$ cat config.mk
export PLATFORM = sky130hd
export DESIGN_NAME = spmv_host_bridge_flat
export DESIGN_NICKNAME = d
export VERILOG_FILES = /design/src/rtl/spmv_host_bridge_if.sv /design/src/rtl/spmv_host_bridge.sv /design/src/flat_wrapper.sv
export SDC_FILE = /design/constraint.sdc
export NUM_CORES = 2
export LEC_CHECK = 0
export CORE_MARGIN = 5
export CORE_UTILIZATION = 45
export CTS_BUF_LIST = sky130_fd_sc_hd__clkbuf_8
export DETAILED_ROUTE_END_ITERATION = 8
export PLACE_DENSITY = 0.75
export SETUP_SLACK_MARGIN = 0.1
export SLEW_MARGIN = 5
export SYNTH_ARGS = -nofsm -noshare
export SYNTH_HDL_FRONTEND = slang
export SYNTH_SLANG_ARGS = --single-unit
$ cat constraint.sdc
create_clock -name i_clk -period 3.4 [get_ports i_clk]
set_input_delay 0.68 -clock i_clk [delete_from_list [all_inputs] [get_ports i_clk]]
set_output_delay 0.68 -clock i_clk [all_outputs]
set_load 0.005 [all_outputs]
$ cat src/rtl/spmv_host_bridge_if.sv
// spmv_host_bridge_if: host stream, result stream and SRAM A/B port bundle of the SpMV host bridge.
// slave is the bridge side; master is the host/SRAM/controller side.
interface spmv_host_bridge_if #(
    parameter int ADDR_W = 5,
    parameter int LINE_W = 256,
    parameter int WORD_W = 32
);
    logic              i_in_valid;
    logic              o_in_ready;
    logic [WORD_W-1:0] i_in_data;
    logic              i_in_last;
    logic              o_out_valid;
    logic              i_out_ready;
    logic [WORD_W-1:0] o_out_data;
    logic              o_out_last;
    logic              o_own_sram;
    logic [ADDR_W-1:0] o_addr_A;
    logic              o_wr_en_A;
    logic [LINE_W-1:0] o_write_data_A;
    logic [ADDR_W-1:0] o_addr_B;
    logic [LINE_W-1:0] i_read_data_B;
    logic              i_ops_done;
    logic              o_busy;
    logic              o_overflow;
    logic              o_timeout;

    modport slave (
        input  i_in_valid, i_in_data, i_in_last, i_out_ready, i_read_data_B, i_ops_done,
        output o_in_ready, o_out_valid, o_out_data, o_out_last, o_own_sram, o_addr_A,
               o_wr_en_A, o_write_data_A, o_addr_B, o_busy, o_overflow, o_timeout
    );
    modport master (
        output i_in_valid, i_in_data, i_in_last, i_out_ready, i_read_data_B, i_ops_done,
        input  o_in_ready, o_out_valid, o_out_data, o_out_last, o_own_sram, o_addr_A,
               o_wr_en_A, o_write_data_A, o_addr_B, o_busy, o_overflow, o_timeout
    );
endinterface

$ cat src/rtl/spmv_host_bridge.sv
// spmv_host_bridge: packs host words into SRAM A lines, arms the SpMV controller, streams SRAM B results.
// Optional WAIT watchdog enabled by defining SPMV_BRIDGE_TIMEOUT_EN.
module spmv_host_bridge #(
    parameter int ADDR_W    = 5,
    parameter int LINE_W    = 256,
    parameter int WORD_W    = 32,
    parameter int RES_LINES = 4
`ifdef SPMV_BRIDGE_TIMEOUT_EN
    , parameter int TIMEOUT_CYCLES = 65535
`endif
) (
    input logic              i_clk,
    input logic              i_rstn,
    spmv_host_bridge_if.slave bus
);
    localparam int LANES = LINE_W / WORD_W;
    localparam int LW    = $clog2(LANES);

    typedef enum logic [2:0] {IDLE, LOAD, ARM, WAIT, READ, CAPT, STREAM} state_e;

    state_e            state_q, state_d;
    logic [LINE_W-1:0] line_q, line_d, wdata_q, wdata_d, cur_line, new_line;
    logic [LW-1:0]     lane_q, lane_d, cur_lane;
    logic [ADDR_W:0]   ptr_q, ptr_d, cur_ptr;
    logic [ADDR_W-1:0] waddr_q, waddr_d, r_q, r_d;
    logic              wr_q, wr_d, ovf_q, ovf_d, in_ready, in_acc, out_acc, lane_end, line_end;
`ifdef SPMV_BRIDGE_TIMEOUT_EN
    logic [16:0]       cnt_q, cnt_d;
    logic              tmo_q, tmo_d;
`endif

    // The first word of a job starts from line 1, lane 0 regardless of leftover buffer state.
    always_comb begin
        in_ready = state_q == IDLE || state_q == LOAD;
        in_acc   = bus.i_in_valid && in_ready;
        out_acc  = state_q == STREAM && bus.i_out_ready;
        lane_end = lane_q == LW'(LANES - 1);
        line_end = r_q == ADDR_W'(RES_LINES - 1);
        cur_ptr  = state_q == IDLE ? (ADDR_W + 1)'(1) : ptr_q;
        cur_lane = state_q == IDLE ? '0 : lane_q;
        cur_line = state_q == IDLE ? '0 : line_q;
        new_line = cur_line;
        new_line[cur_lane*WORD_W +: WORD_W] = bus.i_in_data;
    end

    always_comb begin
        state_d = state_q;
        line_d  = line_q;
        lane_d  = lane_q;
        ptr_d   = ptr_q;
        r_d     = r_q;
        wr_d    = 1'b0;
        waddr_d = waddr_q;
        wdata_d = wdata_q;
        ovf_d   = ovf_q;
`ifdef SPMV_BRIDGE_TIMEOUT_EN
        cnt_d   = cnt_q;
        tmo_d   = tmo_q;
`endif
        case (state_q)
            IDLE, LOAD: if (in_acc) begin
                if (state_q == IDLE) begin
                    ovf_d = 1'b0;
`ifdef SPMV_BRIDGE_TIMEOUT_EN
                    tmo_d = 1'b0;
`endif
                end
                state_d = bus.i_in_last ? ARM : LOAD;
                if (cur_ptr[ADDR_W]) begin
                    ovf_d = 1'b1;
                    ptr_d = cur_ptr;
                end else if (bus.i_in_last || cur_lane == LW'(LANES - 1)) begin
                    wr_d    = 1'b1;
                    waddr_d = cur_ptr[ADDR_W-1:0];
                    wdata_d = new_line;
                    line_d  = '0;
                    lane_d  = '0;
                    ptr_d   = cur_ptr + 1'b1;
                end else begin
                    line_d = new_line;
                    lane_d = cur_lane + 1'b1;
                    ptr_d  = cur_ptr;
                end
            end
            // A line write still pending from the last word takes the port first.
            ARM: if (!wr_q) begin
                state_d = WAIT;
                r_d     = '0;
`ifdef SPMV_BRIDGE_TIMEOUT_EN
                cnt_d   = '0;
`endif
            end
            WAIT: begin
                if (bus.i_ops_done) state_d = READ;
`ifdef SPMV_BRIDGE_TIMEOUT_EN
                else if (cnt_q + 17'd1 == 17'(TIMEOUT_CYCLES)) begin
                    tmo_d   = 1'b1;
                    state_d = IDLE;
                end else cnt_d = cnt_q + 17'd1;
`endif
            end
            READ: state_d = CAPT;
            CAPT: begin
                line_d  = bus.i_read_data_B;
                lane_d  = '0;
                state_d = STREAM;
            end
            STREAM: if (out_acc) begin
                lane_d = lane_q + 1'b1;
                if (lane_end) begin
                    state_d = line_end ? IDLE : READ;
                    r_d     = r_q + 1'b1;
                end
            end
            default: state_d = IDLE;
        endcase
    end

    always_ff @(posedge i_clk or negedge i_rstn) begin
        if (!i_rstn) begin
            state_q <= IDLE;
            line_q  <= '0;
            wdata_q <= '0;
            lane_q  <= '0;
            ptr_q   <= '0;
            waddr_q <= '0;
            r_q     <= '0;
            wr_q    <= 1'b0;
            ovf_q   <= 1'b0;
`ifdef SPMV_BRIDGE_TIMEOUT_EN
            cnt_q   <= '0;
            tmo_q   <= 1'b0;
`endif
        end else begin
            state_q <= state_d;
            line_q  <= line_d;
            wdata_q <= wdata_d;
            lane_q  <= lane_d;
            ptr_q   <= ptr_d;
            waddr_q <= waddr_d;
            r_q     <= r_d;
            wr_q    <= wr_d;
            ovf_q   <= ovf_d;
`ifdef SPMV_BRIDGE_TIMEOUT_EN
            cnt_q   <= cnt_d;
            tmo_q   <= tmo_d;
`endif
        end
    end

    assign bus.o_in_ready     = in_ready;
    assign bus.o_out_valid    = state_q == STREAM;
    assign bus.o_out_data     = line_q[lane_q*WORD_W +: WORD_W];
    assign bus.o_out_last     = state_q == STREAM && lane_end && line_end;
    assign bus.o_own_sram     = state_q != WAIT;
    assign bus.o_addr_A       = wr_q ? waddr_q : '0;
    assign bus.o_wr_en_A      = wr_q || state_q == ARM;
    assign bus.o_write_data_A = wr_q ? wdata_q : LINE_W'(state_q == ARM);
    assign bus.o_addr_B       = (state_q == READ || state_q == CAPT) ? r_q : '0;
    assign bus.o_busy         = state_q != IDLE;
    assign bus.o_overflow     = ovf_q;
`ifdef SPMV_BRIDGE_TIMEOUT_EN
    assign bus.o_timeout      = tmo_q;
`else
    assign bus.o_timeout      = 1'b0;
`endif
endmodule

$ cat src/flat_wrapper.sv
// flat-port wrapper written by rule: the top's interface ports become plain ports
module spmv_host_bridge_flat 
#(
    parameter int ADDR_W    = 5,
    parameter int LINE_W    = 256,
    parameter int WORD_W    = 32,
    parameter int RES_LINES = 4

)
  (i_clk, i_rstn, bus_i_in_valid, bus_i_in_data, bus_i_in_last, bus_i_out_ready, bus_i_read_data_B, bus_i_ops_done, bus_o_in_ready, bus_o_out_valid, bus_o_out_data, bus_o_out_last, bus_o_own_sram, bus_o_addr_A, bus_o_wr_en_A, bus_o_write_data_A, bus_o_addr_B, bus_o_busy, bus_o_overflow, bus_o_timeout);
  spmv_host_bridge_if #(.ADDR_W(ADDR_W), .LINE_W(LINE_W), .WORD_W(WORD_W)) bus_i ();
  input logic i_clk;
  input logic i_rstn;
  input wire logic [$bits(bus_i.i_in_valid)-1:0] bus_i_in_valid;
  input wire logic [$bits(bus_i.i_in_data)-1:0] bus_i_in_data;
  input wire logic [$bits(bus_i.i_in_last)-1:0] bus_i_in_last;
  input wire logic [$bits(bus_i.i_out_ready)-1:0] bus_i_out_ready;
  input wire logic [$bits(bus_i.i_read_data_B)-1:0] bus_i_read_data_B;
  input wire logic [$bits(bus_i.i_ops_done)-1:0] bus_i_ops_done;
  output wire logic [$bits(bus_i.o_in_ready)-1:0] bus_o_in_ready;
  output wire logic [$bits(bus_i.o_out_valid)-1:0] bus_o_out_valid;
  output wire logic [$bits(bus_i.o_out_data)-1:0] bus_o_out_data;
  output wire logic [$bits(bus_i.o_out_last)-1:0] bus_o_out_last;
  output wire logic [$bits(bus_i.o_own_sram)-1:0] bus_o_own_sram;
  output wire logic [$bits(bus_i.o_addr_A)-1:0] bus_o_addr_A;
  output wire logic [$bits(bus_i.o_wr_en_A)-1:0] bus_o_wr_en_A;
  output wire logic [$bits(bus_i.o_write_data_A)-1:0] bus_o_write_data_A;
  output wire logic [$bits(bus_i.o_addr_B)-1:0] bus_o_addr_B;
  output wire logic [$bits(bus_i.o_busy)-1:0] bus_o_busy;
  output wire logic [$bits(bus_i.o_overflow)-1:0] bus_o_overflow;
  output wire logic [$bits(bus_i.o_timeout)-1:0] bus_o_timeout;
  assign bus_i.i_in_valid = bus_i_in_valid;
  assign bus_i.i_in_data = bus_i_in_data;
  assign bus_i.i_in_last = bus_i_in_last;
  assign bus_i.i_out_ready = bus_i_out_ready;
  assign bus_i.i_read_data_B = bus_i_read_data_B;
  assign bus_i.i_ops_done = bus_i_ops_done;
  assign bus_o_in_ready = bus_i.o_in_ready;
  assign bus_o_out_valid = bus_i.o_out_valid;
  assign bus_o_out_data = bus_i.o_out_data;
  assign bus_o_out_last = bus_i.o_out_last;
  assign bus_o_own_sram = bus_i.o_own_sram;
  assign bus_o_addr_A = bus_i.o_addr_A;
  assign bus_o_wr_en_A = bus_i.o_wr_en_A;
  assign bus_o_write_data_A = bus_i.o_write_data_A;
  assign bus_o_addr_B = bus_i.o_addr_B;
  assign bus_o_busy = bus_i.o_busy;
  assign bus_o_overflow = bus_i.o_overflow;
  assign bus_o_timeout = bus_i.o_timeout;
  spmv_host_bridge #(.ADDR_W(ADDR_W), .LINE_W(LINE_W), .WORD_W(WORD_W), .RES_LINES(RES_LINES)) u_core (.i_clk(i_clk), .i_rstn(i_rstn), .bus(bus_i));
endmodule
### Word level (Yosys, flattened, before mapping)

Cells that the tools add are included.
W data, S select, Z words.

* add/subtract/negate cells: 5
* shift operators: 3
* bitwise logic cells: 1
* reduce and logical (&&, ||, !) cells: 22
* mux-type cells: 36
* eq/ne operators: 16

Operators by type and width (count)
* $mux W256: 5
* $pmux W256 S2: 1
* $bwmux W256: 1
* $shift A32 B34 Y256 const A: 1
* $shiftx A256 B9 Y32: 1
* $shiftx A32 B34 Y256: 1
* $neg A8 Y34: 1
* $mux W3: 11
* $mux W5: 5
* $mux W6: 3
* $pmux W3 S6: 1
* $eq A3 B3 Y1 const B: 5
* $reduce_and A4 Y1: 3
* $pmux W5 S2: 1
* $pmux W3 S3: 1
* $add A3 B1 Y3 const B: 2
* $add A6 B1 Y6 const B: 1
* $eq A3 B2 Y1 const B: 2
* $mux W1: 6
* $ne A2 B1 Y1 const B: 3
* $ne A2 B2 Y1 const B: 3
* $reduce_and A3 Y1: 2
* $reduce_bool A2 Y1: 3
* $reduce_bool A3 Y1: 2
* other kinds (12): 18

* register bits: 536
* logic and storage cells: 92
* input port bits: 294
* output and inout port bits: 306

### Depth between registers and ports, before layout

* depth after elaboration: 9
* mapped depth: 16
* depth with buffers taken out: 11

### Worst setup path before layout

Ideal clock, no wire load.

* path type: flip-flop to flip-flop
* start: register u_core.lane_q[1]
* end: register u_core.wdata_q[225]
* library setup time: 0.064 ns
* path slack: 0.125 ns
* stages on the path, launching flop included: 12
* data required time: 3.336 ns
* path buffers: 5
* arrival time: 3.211 ns
* clock period less this slack: 3.275 ns
* cell sequence: dfrtp_1 clkbuf_1 clkbuf_1 clkbuf_1 nand2_1 ha_1 ha_1 buf_2 nor4_1 clkbuf_1 a22o_1 mux2_2

* cells in the longest elaborated chain, start to end: 4
* elaborated cells on any way between the ends: 8
* classes of those cells: add/sub (1); eq/ne (1); shift (2); mux (2); reduce/logical (2)

RTL lines
* from (decl): line spmv_host_bridge.sv:23 `logic [LW-1:0] lane_q, lane_d, cur_lane;`
* from (signal assigned): line spmv_host_bridge.sv:138 `lane_q <= lane_d;`
* $mux W3 (*): line spmv_host_bridge.sv:40 `cur_lane = state_q == IDLE ? '0 : lane_q;`
* $neg A8 Y34 / $eq A3 B3 Y1 (equally long branches): line spmv_host_bridge.sv:43, spmv_host_bridge.sv:72
* $shiftx A32 B34 Y256, or another cell as far along: line spmv_host_bridge.sv:43 `new_line[cur_lane*WORD_W +: WORD_W] = bus.i_in_data;`
* $bwmux W256 / $reduce_and A4 Y1 (equally long branches)
* to (signal assigned): line spmv_host_bridge.sv:137 `wdata_q <= wdata_d;`
* to (decl): line spmv_host_bridge.sv:22 `logic [LINE_W-1:0] line_q, line_d, wdata_q, wdata_d, cur_line, new_line;`

Mark *: on every way between the ends. The rest lies on a longest branch, timed or not.
A chain may end at the register's enable or synchronous reset.

### Final worst setup path

* start: register u_core.lane_q[0]
* end: output port bus_o_out_data[4]

* cells in the longest elaborated chain, start to end: 1

RTL lines
* $shiftx A256 B9 Y32: line spmv_host_bridge.sv:153 `assign bus.o_out_data = line_q[lane_q*WORD_W +: WORD_W];`
* to (decl): line flat_wrapper.sv:22 `output wire logic [$bits(bus_i.o_out_data)-1:0] bus_o_out_data;`

Every way passes these cells.

==> impl_metrics.tcl <==
set metrics [dict create \
    status "finished, final reports clean" \
    firstDrtPassIters 8 \
    irDropWorstVdd_uv 495.5 \
    synth-seq-cells 536 \
    final_hold_viol_count 0 \
    grt_max_degree 106 \
    num_rows 92 \
    die-area_um2 68410 \
    fin_area_um2 38370 \
    ys_warn_count 0 \
    setup_viol 0 \
    synth-compound-area-share_pct 19.43 \
    synthAdderAreaFrac_pct 0.4833 \
    port_buffers 598 \
    final_nets 3360 \
    synth.distinct_cells 62 \
    grt_setup_unrepaired "true" \
    areaGrowthSynthToFinish_pct 34.73 \
    maxSlewHeadroom_pct 18.92 \
    hpwl_mm 84.37 \
    cts_buffers 92 \
    clock_sinks 536 \
    io_pins 600 \
    clockBufferDepth 3 \
    antenna_found_initial 9 \
    finalCritPeriodShare_pct 98.61 \
    die_x_um 261.6 \
    dpl-instance-area_um2 35630 \
    grt_use_total_pct 34.76 \
    ant_nets 0 \
    hold_path_class "in2async" \
    drc_errors 0 \
    tightestPinTransition_ns 1.212 \
    syn_area_um2 28480 \
    grt_pass1_wl_mm 177.2 \
    dieHeight_um 261.6 \
    cap_violations 0 \
    cts.htree.levels 3 \
    path_clk_slew_ns 0.05 \
    drtIter0Drc 3011 \
    place_congestion 0.9423 \
    synth.mux.area_fraction_pct 12.67 \
    cp.required_ns 2.72 \
    avgViaCountPerCell 6.437 \
    syn-num-nets 2802 \
    start_kind "flop" \
    ys.flop_type "dfrtp_1" \
    tritoncts "done" \
    ctsHoldBuffers 0 \
    fillers 5093 \
    fin_util_pct 61.04 \
    pwr_density_cell_nw_per_um2 840.0 \
    yosys.area_share.simple_pct 15.45 \
    vias 25640 \
    multiInputGateArea_um2 14050 \
    synth_top_family_by_area "compound AO/OA/AOI/OAI gates" \
    critPathKind "reg2out" \
    grt_pass1_vias 26020 \
    clock_latency_ns 0.70 \
    crit_arrival_ns 2.67 \
    ys_seq_area_share_pct 47.10 \
    synth_edf_count 0 \
    start_util_pct 45.31 \
    synth_xor_area_share_pct 0.09227 \
    fp.coreArea_um2 62850 \
    layout-drive-gt1-share_pct 18.30 \
    grt_overflow 0 \
    async_flop_share_pct 100.0 \
    min_period_ns 3.353 \
    syn_inst 2497 \
    drv_slew 0 \
    syn_area_per_cell_um2 11.40 \
    regArea_um2 13430 \
    endpoint_kind "primary output" \
    wl_per_cell_um 31.13 \
    fmax_ghz 0.2983 \
    fin_worst_skew_ns 0.02809 \
    wirelength_mm 124.0 \
    root_buffer "clkbuf_8" \
    p_leak_uw 0.01727 \
    cp_max_fo 5 \
]
[path summary, 6_finish.rpt]
| kind | from | endpoint | slack, ns | cells after the start |
|---|---|---|---|---|
| setup / recovery | u_core.lane_q[0] | bus_o_out_data[4] | 0.05 | 5 |
| hold / removal | i_rstn | u_core.wdata_q[255] | 0.03 | 1 |
| setup reg to reg | u_core.lane_q[0] | u_core.wdata_q[16] | 0.17 | 10 |
| hold reg to reg | u_core.waddr_q[4] | u_core.waddr_q[4] | 0.47 | 2 |
| max in group asynchronous | i_rstn | u_core.wdata_q[162] | 2.32 | 3 |
| min in group i_clk | u_core.waddr_q[4] | u_core.waddr_q[4] | 0.47 | 2 |
[synth_stat cells, types with 4 or more instances]
cell         n  share of area (%)
buf_1        4              0.053
and2_1     482                 11
a22o_1     198                6.1
mux4_2      64                5.1
mux2_2     156                6.2
buf_6        7               0.28
a21o_1      66                1.7
nand2_1     88                1.2
o2111ai_1   32               0.98
mux2_1       8               0.32
clkbuf_1   169                2.2
o21ai_0     12               0.21
nand3_1     74                1.3
nand4_1      4              0.088
buf_4        8               0.21
and2_0       9               0.20
or3_1        4              0.088
a21oi_1      7               0.12
nor3_1      22               0.39
dfrtp_1    536                 47
nor2b_1      6               0.13
a221o_1    256                9.0
and3_1      19               0.42
o21ai_1     32               0.56
a31oi_2      4               0.18
nor2_1      15               0.20
ha_1        11               0.48
nor3_2       4               0.14
mux2i_1     32                1.1
inv_1       38               0.50
nand2b_1     5               0.11
buf_2       83                1.5
[stage by stage]
stage	TNS [ns]	power (uW)	setup slack, ns	hold WS [ns]	cells
2_1_floorplan	0	18570	0.1245	0.3844	2497
3_3_place_gp	0	24010	0.05335	0.4540	3769
3_5_place_dp	-0.5726	24420	-0.06737	0.4562	3769
4_1_cts	-0.2864	31690	-0.05913	0.04400	3969
5_1_grt	0	33420	0.006686	0.04770	3981
6_report	0	32230	0.04731	0.03345	3983
[kinds of logic after synthesis]
family / Yosys count
AOI/OAI and AO/OA: 623
adders and majority gates: 11
other: 1
and+or+nand+nor: 752
buffers and inverters: 311
DFF: 536
xor gates and xnor gates: 3
muxes: 260
[sequential cells by signal, indices dropped and copies added, names as in the netlist]
| signal | cells |
|---|---|
| u_core.line_q | 256 |
| u_core.wr_q | 1 |
| u_core.ptr_q | 6 |
| u_core.wdata_q | 256 |
| u_core.bus.o_overflow | 1 |
| u_core.state_q | 3 |
| u_core.waddr_q | 5 |
| u_core.r_q | 5 |
| u_core.lane_q | 3 |
[worst max-delay path: stages (launching register included)]
cell           delay [ns]
dfrtp_4              0.50
buf_12               0.17
buf_8                0.13
mux4_2               0.56
mux2_4               0.34
dlygate4sd2_1        0.28
[area by class of cell]
type                       instances  share of cell area (%)
multi-input combinational       1652                   36.63
timing repair buffer             733                   19.86
sequential                       536                   35.00
clock inverter                    48                  0.9066
inverter                          40                  0.4240
antenna                            6                 0.03914
clock buffer                     122                   4.377
tap                              846                   2.759
[power by group]
group	total (uW)	internal (uW)	switching, uW
combinational	14600	7220	7420
clock	6420	3590	2830
sequential	11200	8890	2280
[per-layer routing]
metal,vias up,global-route usage [%],share of wire (%)
met4,8,16.18,5.7
met1,13070,44.78,37
met3,336,8.166,10
met5,-,0,0.040
met2,1784,56.00,47
li1,10440,-,-
[what timing repair did]
item	CTS	global route
pin swaps	2	1
resized for setup	192	28
gates cloned	3	3
setup endpoints to repair	89	190
hold endpoints to repair	0	0
setup buffers	28	6
[cells in the final DEF (no fill, tap or decap), types with 5 or more instances in the layout]
master,netlist,layout
dfrtp_1,536,532
and2_1,482,482
mux2_1,8,8
mux2_2,156,125
nand2_1,88,87
clkdlybuf4s50_1,0,565
mux4_2,64,64
buf_6,7,31
o2111ai_1,32,32
nand3_1,74,71
o21ai_0,12,12
clkinv_2,0,13
nor2_1,15,13
buf_8,0,7
buf_12,0,37
and3_1,19,18
nor2b_1,6,6
o21ai_1,32,32
diode_2,0,6
buf_4,8,76
a21o_1,66,66
buf_2,83,7
a31oi_4,0,5
bufinv_16,0,5
nand2b_1,5,5
a21oi_1,7,7
ha_1,11,8
mux2_4,0,31
inv_1,38,63
and2_0,9,9
a22o_1,198,198
nor3_1,22,20
mux2i_1,32,32
clkbuf_8,0,122
a221o_1,256,256
nor3_4,2,6
Note: power is estimated with default switching activity, not from simulation.
